[src/rtl/push_pulse_bank.sv]
// push_pulse_bank: per-channel button synchroniser, debouncer and edge-event
// pulse generator. Each channel selects rise / fall / both / disabled events.
// Optional auto-repeat while a press is held is compiled in when the macro
// PUSH_REPEAT_EN is defined; the default build has no repeat logic.
module push_pulse_bank #(
    parameter int N             = 4,
    parameter int SYNC_STAGES   = 2,
    parameter int DEB_CYCLES    = 4,
    parameter int REPEAT_DELAY  = 32,
    parameter int REPEAT_PERIOD = 8
) (
    input  logic           clk,
    input  logic           rst,
    input  logic [N-1:0]   btn,
    input  logic [2*N-1:0] mode,
    output logic [N-1:0]   pulse,
    output logic [N-1:0]   level,
    output logic           any_pulse
);

    localparam int CW = $clog2(DEB_CYCLES + 1);

    // Reject parameter values the datapath cannot represent.
    if (N < 1 || SYNC_STAGES < 1 || DEB_CYCLES < 1 || REPEAT_DELAY < 1 || REPEAT_PERIOD < 1) begin : g_bad_params
        $error("push_pulse_bank: all parameters must be >= 1");
    end

    // True when a transition to new_lvl is an enabled event for mode code m.
    function automatic logic edge_enabled(input logic [1:0] m, input logic new_lvl);
        logic en;
        case (m)
            2'b00:   en = new_lvl;
            2'b01:   en = ~new_lvl;
            2'b10:   en = 1'b1;
            2'b11:   en = 1'b0;
            default: en = 1'b0;
        endcase
        return en;
    endfunction

    logic [N-1:0]  sync_q [SYNC_STAGES];
    logic [N-1:0]  sync_d [SYNC_STAGES];
    logic [CW-1:0] cnt_q  [N];
    logic [CW-1:0] cnt_d  [N];
    logic [N-1:0]  level_q, level_d;
    logic [N-1:0]  pulse_q, pulse_d;
    logic          any_pulse_q, any_pulse_d;
    logic [N-1:0]  s_s;
    logic [N-1:0]  accept_s;
    logic [N-1:0]  rep_fire_s;

    // Shift raw buttons through the synchroniser chain.
    always_comb begin
        sync_d[0] = btn;
        for (int k = 1; k < SYNC_STAGES; k++) begin
            sync_d[k] = sync_q[k-1];
        end
    end

    assign s_s = sync_q[SYNC_STAGES-1];

    // Debounce: a new level is accepted after DEB_CYCLES consecutive mismatches.
    always_comb begin
        for (int i = 0; i < N; i++) begin
            cnt_d[i]    = cnt_q[i];
            level_d[i]  = level_q[i];
            accept_s[i] = 1'b0;
            if (s_s[i] == level_q[i]) begin
                cnt_d[i] = {CW{1'b0}};
            end else if (cnt_q[i] == CW'(DEB_CYCLES - 1)) begin
                level_d[i]  = s_s[i];
                cnt_d[i]    = {CW{1'b0}};
                accept_s[i] = 1'b1;
            end else begin
                cnt_d[i] = cnt_q[i] + CW'(1);
            end
        end
    end

`ifdef PUSH_REPEAT_EN
    localparam int RMAX = (REPEAT_DELAY > REPEAT_PERIOD) ? REPEAT_DELAY : REPEAT_PERIOD;
    localparam int RW   = $clog2(RMAX + 1);

    logic [RW-1:0] rep_cnt_q [N];
    logic [RW-1:0] rep_cnt_d [N];
    logic [N-1:0]  rep_arm_q, rep_arm_d;

    // Repeat timer: first fire after REPEAT_DELAY, then every REPEAT_PERIOD while held.
    always_comb begin
        for (int i = 0; i < N; i++) begin
            rep_cnt_d[i]  = rep_cnt_q[i];
            rep_arm_d[i]  = rep_arm_q[i];
            rep_fire_s[i] = 1'b0;
            if (!level_q[i] || accept_s[i] || !edge_enabled(mode[2*i +: 2], 1'b1)) begin
                rep_cnt_d[i] = {RW{1'b0}};
                rep_arm_d[i] = 1'b0;
            end else if (rep_cnt_q[i] == (rep_arm_q[i] ? RW'(REPEAT_PERIOD - 1) : RW'(REPEAT_DELAY - 1))) begin
                rep_cnt_d[i]  = {RW{1'b0}};
                rep_arm_d[i]  = 1'b1;
                rep_fire_s[i] = 1'b1;
            end else begin
                rep_cnt_d[i] = rep_cnt_q[i] + RW'(1);
            end
        end
    end

    // Repeat timer state.
    always_ff @(posedge clk) begin
        if (rst) begin
            for (int i = 0; i < N; i++) begin
                rep_cnt_q[i] <= {RW{1'b0}};
            end
            rep_arm_q <= {N{1'b0}};
        end else begin
            for (int i = 0; i < N; i++) begin
                rep_cnt_q[i] <= rep_cnt_d[i];
            end
            rep_arm_q <= rep_arm_d;
        end
    end
`else
    assign rep_fire_s = {N{1'b0}};
`endif

    // Event pulse: mode is consulted only at the accept edge; repeats fill the rest.
    always_comb begin
        for (int i = 0; i < N; i++) begin
            if (accept_s[i]) begin
                pulse_d[i] = edge_enabled(mode[2*i +: 2], s_s[i]);
            end else begin
                pulse_d[i] = rep_fire_s[i];
            end
        end
        any_pulse_d = |pulse_d;
    end

    // Main state registers with synchronous reset.
    always_ff @(posedge clk) begin
        if (rst) begin
            for (int k = 0; k < SYNC_STAGES; k++) begin
                sync_q[k] <= {N{1'b0}};
            end
            for (int i = 0; i < N; i++) begin
                cnt_q[i] <= {CW{1'b0}};
            end
            level_q     <= {N{1'b0}};
            pulse_q     <= {N{1'b0}};
            any_pulse_q <= 1'b0;
        end else begin
            for (int k = 0; k < SYNC_STAGES; k++) begin
                sync_q[k] <= sync_d[k];
            end
            for (int i = 0; i < N; i++) begin
                cnt_q[i] <= cnt_d[i];
            end
            level_q     <= level_d;
            pulse_q     <= pulse_d;
            any_pulse_q <= any_pulse_d;
        end
    end

    assign pulse     = pulse_q;
    assign level     = level_q;
    assign any_pulse = any_pulse_q;

endmodule

[config.mk]
export PLATFORM = sky130hd
export DESIGN_NAME = push_pulse_bank
export DESIGN_NICKNAME = d
export VERILOG_FILES = /design/src/rtl/push_pulse_bank.sv
export SDC_FILE = /design/constraint.sdc
export NUM_CORES = 1
export LEC_CHECK = 0
export ABC_AREA = 1
export BUFFER_PORTS_ARGS = -buffer_cell sky130_fd_sc_hd__buf_4
export CAP_MARGIN = 20
export CORE_UTILIZATION = 55
export CTS_BUF_LIST = sky130_fd_sc_hd__clkbuf_4 sky130_fd_sc_hd__clkbuf_8
export DETAILED_ROUTE_END_ITERATION = 6
export GPL_ROUTABILITY_DRIVEN = 0
export PLACE_DENSITY = 0.8
export REMOVE_ABC_BUFFERS = 1
export SLEW_MARGIN = 0
export SYNTH_ARGS = -nofsm -noshare
export SYNTH_HDL_FRONTEND = slang
export SYNTH_SLANG_ARGS = --single-unit
[constraint.sdc]
create_clock -name clk -period 1.5 [get_ports clk]
set_clock_uncertainty 0.15 [all_clocks]
set_input_delay 0.3 -clock clk [delete_from_list [all_inputs] [get_ports clk]]
set_output_delay 0.3 -clock clk [all_outputs]
set_load 0.01 [all_outputs]
* Word-level counts from Yosys, hierarchy flattened
Memories as Yosys holds them, arrays and structs flattened.
Index checks and enable logic that the tools add are counted.
** Storage, ports and cells
- Register bits :: 9
- Memory bits (writable) :: 20
- Bits of input ports :: 14
- Output and inout port bits :: 9
- Word-level logic and storage cells :: 88
- Memories kept :: 2
** Cells by class
- Add/sub/neg operators :: 4
- Eq/ne operators :: 20
- Mux-type cells :: 33
- Bitwise gates (word level) :: 14
- Reduce and logical (&&, ||, !) cells :: 9
** Memory list
- cnt_q :: words 4, bits a word 3, rd ports 4, clocked after Yosys merged registers in 0, wr ports 4, line 43 : logic [CW-1:0] cnt_q [N];
- sync_q :: words 2, bits a word 4, rd ports 2, clocked after Yosys merged registers in 0, wr ports 2, line 41 : logic [N-1:0] sync_q [SYNC_STAGES];
** Operators with widths (number)
- $mux W3 :: 12
- $eq A2 B2 Y1 const B :: 8
- $pmux W1 S4 :: 4
- $mux W1 :: 15
- $add A3 B1 Y3 const B :: 4
- $eq A3 B2 Y1 const B :: 4
- $eq A2 B1 Y1 const B :: 4
- $logic_not A2 Y1 :: 4
- $mux W4 :: 2
- $not A1 Y1 :: 8
- $reduce_and A2 Y1 :: 4
- $or A1 B1 Y1 :: 6
- $eq A1 B1 Y1 :: 4
- $reduce_or A4 Y1 :: 1

* Depth between registers and ports, before layout
An unclocked memory read counts as a cell.
- Word-level depth :: 6
- Mapped depth :: 8
- Mapped depth without buffers :: 8

* Worst setup path after synthesis
OpenSTA, ideal clock, no wires.
- Path type :: flip-flop to flip-flop
- Start :: memory cnt_q[0][0] (netlist bit)
- End :: register any_pulse_q (netlist: any_pulse)
- Setup time :: 0.111 ns
- Arrival time :: 1.011 ns
- Data required time :: 1.239 ns
- Path slack :: 0.228 ns
- Stages on the path, launching flop included :: 9
- Buffers on the path :: 0
- Period minus slack after synthesis :: 1.272 ns
- Cells stage by stage :: dfxtp_1 ha_1 ha_1 inv_1 nor2_2 nand2_1 nand2_1 nor2_1 nor2_1
** RTL lines
- start: declaration :: line 43
- end signal: assignment :: line 158 : any_pulse_q <= any_pulse_d;
- end: declaration :: line 47 : logic any_pulse_q, any_pulse_d;

==> summary.md <==
## Pwr
• power density over cell area: 998 nW/um2
• leakage power total: 0.000672 uW
• worst vdd ir: 646 uV

## Critical path
• worst endpoint data arrival time: 1.46 ns
• CP peak stage delay: 0.33 ns
• critical path, cell by cell: ha_1 > ha_1 > inv_1 > nor2_2 > nand2_1 > nand2_1 > nor2_1 > nor2_1
• start-to-end type of the worst setup path: reg -> reg
• critical path endpoint category: register
• slack of the worst reg-to-reg path: 0.11 ns
• count of buffer and inverter cells on the critical path: 1
• top fanout value on the critical path: 3
• worst flop-to-flop path startpoint: cnt_q[0][0]
• critical path's top delay family: adder cells
• CP Depth: 8
• Startpoint Class: register
• terminus of the critical flop-to-flop path: any_pulse
• cell with the largest stage delay on the worst path: sky130_fd_sc_hd__dfxtp_1
• required time of the worst setup path: 1.57 ns
• R2R depth: 8

## Route
• number of DRC markers in iteration 0: 6
• number of vias per cell after detailed routing: 4.66
• aggregate routed wire length: 1890 um
• vias: 928
• total length of routed met3 wires: 113 um
• met1 layer wirelength in the final routing: 770 um
• wire length on met2: 974 um
• Highest Signal Layer: met4
• count of unresolved DRC violations after routing: 1
• number of search-and-repair iterations in the first detailed-routing pass: 6
• detailed-route wire length per cell: 9.50 um
• DRT antenna net count: 0

## Final layout
• FILL cells: 152
• fraction of layout cells with a size suffix above 1: 23.8%
• count of inserted antenna diode cells: 0
• Area growth, synth to finish: 23.3%
• Non-Filler Instances: 199
• Net count, final: 193
• sequential cell area: 581 um2
• combined area of the multi-input logic cells: 438 um2

## Min path
• worst hold path endpoint: sync_q[0][0]
• worst hold path cell count: 3
• Hold Crit Class: in -> reg
• startpoint of the most critical hold path: btn[0]

## STA
• worst-case hold slack: 0.0342 ns
• final worst-path cycle share: 92.7%
• maximum clock rate: 0.720 GHz
• number of slew-limit violations in the final report: 0
• Final Hold Fails: 0
• number of setup violations in the final report: 0
• tightest slew margin relative to the limit: 82.0%
• time the final worst path needs with I/O delays and setup: 1.39 ns
• Post-Route Setup TNS: 0 ns
• fin worst setup slack: 0.110 ns
• setup repair after global routing missed its margin: false
• transition time at the pin with the least slew margin: 0.270 ns

## Place
• detailed placement HPWL: 1450 um
• post-placement cell count: 191
• buffers added on ports: 22
• Worst Setup Slack post-DPL: 0.116 ns

## Clocking
• Root Driver: sky130_fd_sc_hd__clkbuf_4
• maximum buffer depth of the clock tree: 2
• clock buffers created by TritonCTS: 5
• post-CTS setup buffer count: 0
• CTS H-tree lvls: 2
• hold_buf cts: 0
• clock tree from TritonCTS: built
• clock transition time at the flip-flop clock pins of the worst setup and hold paths: 0.09 ns
• clock network latency to the later pin of the worst-skew pair: 0.31 ns
• count of clock tree sinks: 29
• count of instances resized after the clock tree is built: 0

## Floorplanning
• standard-cell rows: 16
• initial standard-cell utilization of the core: 58.3%
• die extent in y: 47.4 um
• DIE AREA: 2240 um2
• number of top-level design ports: 23
• horizontal extent of the die: 47.4 um
• standard cell core area: 1940 um2

## GRT
• largest net degree at the start of global routing: 15
• initial antenna violation count: 0
• global-route wire length before repair: 2610 um
• overflow left after global routing: 0
• Overall Global Routing Usage: 17.8%
• vias in the first global route: 737

## Synth
• sequential cell area fraction in the yosys report: 51.3%
• total of flip-flops plus latches after synthesis: 29
• number of distinct library cell variants in the gate-level netlist after synthesis: 13
• cell area after synthesis: 1130 um2
• gate count of the mapped netlist: 143
• total of warnings raised by yosys: 0
• mean instance size in the synthesized netlist: 7.92 um2

## Status
• result of the run: finished, violations left
• violated checks: DRC

## Job
• number of maximum-capacitance violations: 0

tightest hold or removal path: stages:
cell and delay (ns):
sky130_fd_sc_hd__buf_4 0.08, sky130_fd_sc_hd__inv_1 0.03, sky130_fd_sc_hd__nor2_1 0.06
logic make-up (layout without fill, tap and decap cells):
logic type,Yosys count,after routing,synth area share (%)
buffers and inverters,30,59,10.1
AND/OR/NAND/NOR,64,64,23.6
adder cells (fa/ha/maj),8,8,8.84
AO/OA/AOI/OAI,12,12,6.19
flip-flops,29,29,51.3
worst max-delay path by stage:
stage | from | end | slack [ns]
after CTS | cnt_q[0][0] | any_pulse | 0.10
after global routing | cnt_q[0][0] | any_pulse | 0.01
after global placement | cnt_q[3][0] | any_pulse | 0.18
after floorplan | cnt_q[0][0] | any_pulse | 0.23
after detailed placement | cnt_q[0][0] | any_pulse | 0.12
final | cnt_q[0][0] | any_pulse | 0.11
power breakdown:
part	switching (uW)	leakage (uW)	total (uW)	internal, uW
sequential	8.20	0.000236	791	783
combinational	38.1	0.000395	77.6	39.5
clock	253	0.0000413	525	271
total	300	0.000672	1390	1090
flip-flops by register name (all words and copies together), names as in the netlist:
register and flops:
any_pulse 1, cnt_q 12, level 4, pulse 4, sync_q 8
placed cells by master, fill, tap and decap left out, drive strengths merged:
master and count:
a21oi 4, buf 22, clkbuf 7, clkinv 1, dfxtp 29, ha 8, inv 29, nand2 26
nand4 4, nor2 34, o21ai 4, o21bai 4
routing by layer:
metal	global-route usage, %	up-vias
met5	0	-
met4	14.3	0
met3	6.54	4
met2	29.3	25
met1	17.8	416
li1	-	483
cell usage after synthesis:
| library cell | number | area share, % |
|---|---|---|
| sky130_fd_sc_hd__nand2_1 | 21 | 7.0 |
| sky130_fd_sc_hd__nand2_2 | 5 | 2.8 |
| sky130_fd_sc_hd__nor2_1 | 32 | 11 |
| sky130_fd_sc_hd__inv_1 | 25 | 8.3 |
| sky130_fd_sc_hd__buf_2 | 1 | 0.44 |
| sky130_fd_sc_hd__ha_1 | 8 | 8.8 |
| sky130_fd_sc_hd__o21bai_1 | 4 | 2.7 |
| sky130_fd_sc_hd__nor2_2 | 2 | 1.1 |
| sky130_fd_sc_hd__nand4_1 | 4 | 2.2 |
| sky130_fd_sc_hd__o21ai_0 | 4 | 1.8 |
| sky130_fd_sc_hd__a21oi_1 | 4 | 1.8 |
| sky130_fd_sc_hd__dfxtp_1 | 29 | 51 |
| sky130_fd_sc_hd__inv_2 | 4 | 1.3 |
stage by stage:
step / instance area, um2 / total power, uW / utilization (%)
after CTS: 1400 / 1410 / 71.9
final: 1400 / 1390 / 71.9
after global routing: 1400 / 1460 / 71.9
after global placement: 1330 / 881 / 68.3
after detailed placement: 1330 / 887 / 68.3
after floorplan: 1130 / 845 / -
final cells by class:
class / count / area share [%]
sequential: 29 / 41.6
tap: 27 / 2.42
multi-input combinational: 84 / 31.4
clock inverter: 1 / 0.358
inverter: 29 / 7.80
timing repair buffer: 22 / 11.8
clock buffer: 7 / 4.66
Power figures use the tool's default switching activity.
